File: src/rtl/posit_mult_issue_collect_pkg.sv
// Shared constants, result entry type and helpers for the posit multiplier
// issue/collect block.
package posit_mult_issue_collect_pkg;

  localparam int unsigned N       = 32;
  localparam int unsigned ES      = 6;
  localparam int unsigned MUL_LAT = 5;

  typedef struct packed {
    logic         inf;
    logic         zero;
    logic [N-1:0] data;
  } result_t;

  function automatic int unsigned clog2(input int unsigned value);
    int unsigned result;
    result = 0;
    while ((32'd1 << result) < value) result = result + 1;
    return result;
  endfunction

endpackage

File: src/rtl/posit_result_fifo.sv
// First-word-fall-through result FIFO; push and pop may coincide at any occupancy.
module posit_result_fifo
  import posit_mult_issue_collect_pkg::*;
#(
  parameter int unsigned WIDTH = 34,
  parameter int unsigned DEPTH = 8
) (
  input  logic                    clk,
  input  logic                    rst,
  input  logic                    push,
  input  logic [WIDTH-1:0]        push_data,
  input  logic                    pop,
  output logic [WIDTH-1:0]        head_data,
  output logic                    empty,
  output logic                    full,
  output logic [clog2(DEPTH):0]   count
);

  localparam int unsigned AW = clog2(DEPTH);
  localparam logic [AW:0] DepthCount = (AW + 1)'(DEPTH);

  logic [WIDTH-1:0] mem_q [DEPTH];
  logic [AW-1:0]    wr_ptr_q, rd_ptr_q;
  logic [AW:0]      count_q;
  logic             do_push, do_pop;

  assign empty   = (count_q == '0);
  assign full    = (count_q == DepthCount);
  assign count   = count_q;
  assign do_pop  = pop & ~empty;
  // A pop in the same cycle frees the slot, so a push into a full FIFO is legal then.
  assign do_push = push & (~full | do_pop);

  assign head_data = empty ? '0 : mem_q[rd_ptr_q];

  always_ff @(posedge clk) begin
    if (do_push) mem_q[wr_ptr_q] <= push_data;
  end

  always_ff @(posedge clk or posedge rst) begin
    if (rst) begin
      wr_ptr_q <= '0;
      rd_ptr_q <= '0;
      count_q  <= '0;
    end else begin
      if (do_push) wr_ptr_q <= wr_ptr_q + 1'b1;
      if (do_pop)  rd_ptr_q <= rd_ptr_q + 1'b1;
      unique case ({do_push, do_pop})
        2'b10:   count_q <= count_q + 1'b1;
        2'b01:   count_q <= count_q - 1'b1;
        default: count_q <= count_q;
      endcase
    end
  end

endmodule

File: src/rtl/posit_mult_issue_collect.sv
// Issues operand pairs to a non-backpressured posit multiplier under a credit
// scheme and collects its results in issue order.
module posit_mult_issue_collect #(
  parameter int unsigned N     = posit_mult_issue_collect_pkg::N,
  parameter int unsigned DEPTH = 8,
  parameter int unsigned LAT   = posit_mult_issue_collect_pkg::MUL_LAT
) (
  input  logic         clk,
  input  logic         rst,
  input  logic         in_valid,
  output logic         in_ready,
  input  logic [N-1:0] in_a,
  input  logic [N-1:0] in_b,
  output logic         mul_start,
  output logic [N-1:0] mul_in1,
  output logic [N-1:0] mul_in2,
  input  logic [N-1:0] mul_out,
  input  logic         mul_inf,
  input  logic         mul_zero,
  input  logic         mul_done,
  output logic         out_valid,
  input  logic         out_ready,
  output logic [N-1:0] out_data,
  output logic         out_inf,
  output logic         out_zero,
  output logic         err,
  output logic         busy
);
  import posit_mult_issue_collect_pkg::*;

  localparam int unsigned AW = clog2(DEPTH);
  localparam int unsigned DW = clog2(LAT + 2);
  localparam int unsigned W  = N + 2;
  localparam logic [DW-1:0] DrainInit = DW'(LAT + 1);
  localparam logic [AW+1:0] DepthCredit = (AW + 2)'(DEPTH);

  logic [DW-1:0] drain_q, drain_d;
  logic [AW:0]   inflight_q, inflight_d;
  logic [AW:0]   count;
  logic [AW+1:0] credit;
  logic          mul_start_q;
  logic [N-1:0]  mul_in1_q, mul_in2_q;
  logic          err_q;
  logic          accept, counted_done, pop, err_hit, push;
  logic          empty, full;
  logic [W-1:0]  head;

  assign credit       = {1'b0, count} + {1'b0, inflight_q};
  assign in_ready     = (drain_q == '0) & (credit < DepthCredit);
  assign accept       = in_valid & in_ready;
  assign out_valid    = ~empty;
  assign pop          = out_valid & out_ready;
  // Results arriving inside the drain window belong to pre-reset operations.
  assign counted_done = mul_done & (drain_q == '0);
  assign err_hit      = counted_done & ((inflight_q == '0) | (full & ~pop));
  assign push         = counted_done & ~err_hit;

  always_comb begin
    drain_d = drain_q;
    if (drain_q != '0) drain_d = drain_q - 1'b1;
  end

  always_comb begin
    inflight_d = inflight_q;
    unique case ({accept, push})
      2'b10:   inflight_d = inflight_q + 1'b1;
      2'b01:   inflight_d = inflight_q - 1'b1;
      default: inflight_d = inflight_q;
    endcase
  end

  always_ff @(posedge clk or posedge rst) begin
    if (rst) begin
      drain_q     <= DrainInit;
      inflight_q  <= '0;
      mul_start_q <= 1'b0;
      mul_in1_q   <= '0;
      mul_in2_q   <= '0;
      err_q       <= 1'b0;
    end else begin
      drain_q     <= drain_d;
      inflight_q  <= inflight_d;
      mul_start_q <= accept;
      if (accept) begin
        mul_in1_q <= in_a;
        mul_in2_q <= in_b;
      end
      err_q <= err_q | err_hit;
    end
  end

  posit_result_fifo #(
    .WIDTH (W),
    .DEPTH (DEPTH)
  ) u_fifo (
    .clk       (clk),
    .rst       (rst),
    .push      (push),
    .push_data ({mul_inf, mul_zero, mul_out}),
    .pop       (pop),
    .head_data (head),
    .empty     (empty),
    .full      (full),
    .count     (count)
  );

  assign mul_start = mul_start_q;
  assign mul_in1   = mul_in1_q;
  assign mul_in2   = mul_in2_q;
  assign out_inf   = head[W-1];
  assign out_zero  = head[W-2];
  assign out_data  = head[N-1:0];
  assign err       = err_q;
  assign busy      = (inflight_q != '0) | ~empty | (drain_q != '0);

endmodule

File: config.mk
export PLATFORM = sky130hd
export DESIGN_NAME = posit_mult_issue_collect
export DESIGN_NICKNAME = d
export VERILOG_FILES = /design/src/rtl/posit_mult_issue_collect_pkg.sv /design/src/rtl/posit_result_fifo.sv /design/src/rtl/posit_mult_issue_collect.sv
export SDC_FILE = /design/constraint.sdc
export NUM_CORES = 1
export LEC_CHECK = 0
export ABC_AREA = 1
export BUFFER_PORTS_ARGS = -buffer_cell sky130_fd_sc_hd__buf_2
export CORE_MARGIN = 2
export CORE_UTILIZATION = 61
export DETAILED_ROUTE_END_ITERATION = 6
export PLACE_DENSITY = 0.86
export SYNTH_ARGS = -nofsm -noshare
export SYNTH_HDL_FRONTEND = slang
export SYNTH_SLANG_ARGS = --single-unit
File: constraint.sdc
create_clock -name clk -period 9.2 [get_ports clk]
set_input_delay 1.38 -clock clk [delete_from_list [all_inputs] [get_ports clk]]
set_output_delay 1.38 -clock clk [all_outputs]
set_load 0.1 [all_outputs]
Word level (Yosys, flattened, before mapping)
Memory sizes are Yosys's and may differ from the RTL's.
Index checks and enable logic that the tools add are counted.
W data, S select, Z words.

word-level totals
  flip-flop bits (word level) = 83
  RAM bits = 272
  logic and storage cells = 54
  memories = 1

operators by class
  $add $sub $neg = 8
  $lt $le $gt $ge = 1
  equality and inequality tests = 5
  muxes and demuxes = 5
  bitwise logic cells = 18
  reduce and logical (&&, ||, !) cells = 7

memories
  name          words  bits a word  rd ports  clocked after Yosys merged registers in  write ports  RTL line                 source
  u_fifo.mem_q  8      34           1         0                                        1            posit_result_fifo.sv:22  logic [WIDTH-1:0] mem_q [DEPTH];

operator list
  kind                   count
  $mux W34               1
  $pmux W4 S2            2
  $and A1 B1 Y1          9
  $add A4 B1 Y4 const B  2
  $logic_not A4 Y1       2
  $sub A4 B1 Y4 const B  2
  $add A3 B1 Y3 const B  2
  $add A4 B4 Y5          1
  $lt A5 B4 Y1 const B   1
  $or A1 B1 Y1           5
  $eq A2 B1 Y1 const B   2
  $eq A2 B2 Y1 const B   2
  $eq A4 B4 Y1 const B   1
  $not A1 Y1             4
  $reduce_bool A2 Y1     2
  $reduce_bool A4 Y1     1
  $logic_not A3 Y1       1
  $reduce_bool A3 Y1     1
  $sub A3 B1 Y3 const B  1
  $mux W1                2

Longest topological paths before layout
  word-level depth = 12
  gate-level depth with buffers = 18
  depth with buffers taken out = 17

Modules after synthesis
From an unflattened synthesis, not the netlist that was laid out.

unflattened totals
  cell total of the unflattened synthesis = 1282
  area total of the unflattened synthesis = 14710.4 sq um

by module, submodules not included
  module                    times used  cells an instance  area an instance (sq um)
  posit_result_fifo         1           918                11404.7
  posit_mult_issue_collect  1           364                3305.7

Least setup slack after synthesis
No wires, ideal clock.

  path type = register -> output
  start point = reg u_fifo.count_q[0], in the netlist u_fifo.count[0]
  end point = out out_data[25]
  data arrival time = 3175 ps
  data required time = 7820 ps
  slack = 4645 ps
  stages on the path, launching flop included = 6
  path buffers = 1
  path through = dfrtp_1 nor2_1 nand3_1 clkbuf_1 o21ai_0 nor2_1

on the way
  cells in the longest elaborated chain, start to end = 2

ends and longest elaborated chain
  item                    RTL line                        source
  start, declared         posit_result_fifo.sv:24         logic [AW:0] count_q;
  start signal, assigned  posit_result_fifo.sv:49         2'b10: count_q <= count_q + 1'b1;
  start signal, assigned  posit_result_fifo.sv:50         2'b01: count_q <= count_q - 1'b1;
  start signal, assigned  posit_result_fifo.sv:51         default: count_q <= count_q;
  $logic_not A4 Y1        posit_result_fifo.sv:27         assign empty = (count_q == '0);
  $mux W34                posit_result_fifo.sv:34         assign head_data = empty ? '0 : mem_q[rd_ptr_q];
  end, declared           posit_mult_issue_collect.sv:23  output logic [N-1:0] out_data,

Every way passes these cells.

Worst setup path after layout
  start point = reg u_fifo.rd_ptr_q[0]
  end point = out out_data[16]

on the way
  cells in the longest elaborated chain, start to end = 2

ends and longest elaborated chain
  item                    RTL line                 source
  start, declared         posit_result_fifo.sv:23  logic [AW-1:0] wr_ptr_q, rd_ptr_q;
  start signal, assigned  posit_result_fifo.sv:47  if (do_pop) rd_ptr_q <= rd_ptr_q + 1'b1;
  $mem_v2 Z8 W34          --
  $mux W34                posit_result_fifo.sv:34

Every way passes these cells.

==> out/results.ini <==
[setup_path]
start_kind = flip-flop
r2r-start = drain_q[0]
cp_cell_sequence = clkinv_2 > buf_4 > o21ai_0 > o22ai_1 > nor2_1 > nor2_1 > buf_2
path_delay_family = buffers and inverters
critPathLaunch = u_fifo.rd_ptr_q[0]
critPathMaxFanout = 104
crit_type = reg -> out
slowest_delay_ns = 0.83
cp_common_cell = nor2_1
worstPathRequired_ns = 7.82
crit_buf_inv = 3
cp.arrival_ns = 3.68
critPathSlowestCell = buf_4
end_kind = primary output

[cells_and_area]
area_growth_pct = 17.1
fillCellCount = 1396
nNetsFinal = 1527
layout-drive-gt1-share = 0.202

[timing]
finalSetupViolations = 0
worst_pin_slew_ns = 1.24
fin_setup_tns_ns = 0
skew_ns = 0.0235
drv_slew = 0
max_slew_margin = 0.173
max_freq_mhz = 198
post-route-period-util = 0.550
rsz0062_at_grt = no
hold_viol = 0
fin_crit_ns = 5.06

[die]
die_h_um = 156
rows = 55
die-area_um2 = 24400
die_width_um = 156
coreArea_um2 = 22700
initial_core_util = 0.622
ios = 206

[synthesis]
synth.largest_area_cell = edfxtp_1
synth.distinct_cells = 28
synth_fp_nets = 1338
ys_ff_latch = 355
ys_seq_area_frac = 0.725
synthTopCellsByArea = edfxtp_1 (58%), dfrtp_1 (14%), nor2_1 (6.8%)
synth_top_area_frac = 0.578
syn_inst = 1221
ys_warn_count = 0
syn_area_um2 = 14100
syn_area_per_cell_um2 = 11.6

[min_path]
min_from = err
hp-class = reg -> reg

[global_routing]
grt_pass1_vias = 9757
grt_usage = 0.265
grt_max_degree = 111
grt_antenna_before_repair = 3
grt_pass1_wl_mm = 50.1
overflow = 0

[route]
via_per_inst = 5.76
drt_wl_total_mm = 32.4
wire_per_inst_um = 18.9
vias = 9918
dr.pass1.iters = 7
drt.antenna.violating_nets = 0
drcViolationCount = 1
drtIter0Drc = 1148

[clock_tree]
worst_skew_pair.late_latency_ns = 0.53
post_cts_buffers = 0
cts_tree = done
clk_path_buf_depth = 3
cts_max_level = 2
clk_pin_slew_ns = 0.06
clockRootBuffer = clkbuf_16
clock-sinks = 355
ctsResizeCount = 0
numCtsBuffers = 35
hold_buffers = 0

[flow_run]
cap_violations = 0

[status]
violations = DRC
outcome = complete, but fails checks

[placed_design]
routabilityCongestion = 0.804
place_hpwl_mm = 18.1
port_buffers = 205

## logic make-up after synthesis
logic type / synth area share
and+or+nand+nor: 0.136
buffers and inverters: 0.0289
xor gates and xnor gates: 0.00558
adders and majority gates: 0.0129
DFF: 0.725
AOI/OAI and AO/OA: 0.0911
## path summary, 6_finish.rpt
path	endpoint	slack (ns)	cells after the start
min in group asynchronous	drain_q[0]	1.19	3
setup / recovery	out_data[16]	4.14	7
setup reg to reg	u_fifo.mem_q[2][19]	5.93	9
hold / removal	err	0.46	1
hold reg to reg	err	0.46	1
max in group asynchronous	u_fifo.rd_ptr_q[0]	7.26	3
## cell usage in the layout, fill, tap and decap left out
cell type | synthesis | final
edfxtp_1 | 272 | 272
nor2_1 | 257 | 249
nand2_1 | 229 | 229
buf_2 | 17 | 205
o21ai_0 | 189 | 189
dfrtp_1 | 81 | 79
clkbuf_16 | 0 | 37
o22ai_1 | 34 | 34
inv_1 | 23 | 22
o21ai_1 | 21 | 21
buf_4 | 5 | 15
ha_1 | 13 | 13
nor2_4 | 0 | 8
nand3_1 | 7 | 7
clkinv_2 | 0 | 6
clkbuf_1 | 39 | 6
xor2_1 | 5 | 5
xnor2_1 | 4 | 4
clkinv_1 | 0 | 4
bufinv_16 | 0 | 4
diode_2 | 0 | 3
a21oi_1 | 3 | 3
nand4_1 | 3 | 3
clkinvlp_4 | 0 | 3
inv_2 | 3 | 2
dfstp_2 | 2 | 2
or2_2 | 1 | 1
or2_1 | 1 | 1
nor3_4 | 1 | 1
nand3_2 | 1 | 1
nor2_2 | 1 | 1
a21o_1 | 1 | 1
fa_1 | 1 | 1
clkinv_8 | 0 | 1
inv_6 | 0 | 1
dfrtp_4 | 0 | 1
dfrtp_2 | 0 | 1
## routing by layer
layer,up-vias,GRT usage,share of wire
met2,466,0.446,0.51
met3,71,0.0447,0.072
met1,4808,0.344,0.39
met4,0,0.118,0.026
met5,-,0,0
li1,4573,-,-
## cells in the mapped netlist (all sizes together)
cell type,count
xor2,5
a21o,1
nand2,229
nand4,3
fa,1
xnor2,4
or2,2
inv,26
nand3,8
buf,29
o21ai,210
o22ai,34
nor2,258
dfstp,2
nor3,1
edfxtp,272
ha,13
clkbuf,39
a21oi,3
dfrtp,81
## flip-flops by register name, indices dropped and copies added (netlist names)
name             count
err                  1
mul_start            1
mul_in1             32
u_fifo.mem_q       272
drain_q              3
mul_in2             32
u_fifo.count         4
inflight_q           4
u_fifo.wr_ptr_q      3
u_fifo.rd_ptr_q      3
## layout make-up
| class | instances | area (µm²) | area share |
|---|---|---|---|
| clock buffers | 43 | 948 | 0.0574 |
| multi-input cells | 772 | 3530 | 0.214 |
| repair buffers | 220 | 1140 | 0.0689 |
| well taps | 285 | 357 | 0.0216 |
| flip-flops and latches | 355 | 10300 | 0.620 |
| clock inverters | 17 | 203 | 0.0123 |
| inverters | 26 | 100 | 0.00605 |
| diodes | 3 | 7.51 | 0.000454 |
## stage by stage
step / hold WS, ns / cells / cell area [µm²] / setup slack (ns) / util
after floorplan: 0.442 / 1221 / 14100 / 4.64 / -
after global placement: 0.438 / 1658 / 15400 / 4.95 / 0.677
after detailed placement: 0.455 / 1658 / 15400 / 4.81 / 0.677
after CTS: 0.468 / 1718 / 16500 / 4.15 / 0.728
after global routing: 0.480 / 1720 / 16500 / 4.02 / 0.728
final: 0.460 / 1721 / 16500 / 4.14 / 0.728
Power is left out: the tool's default activity adds up to more than one toggle a clock period on the data nets, which glitch-free logic cannot reach.
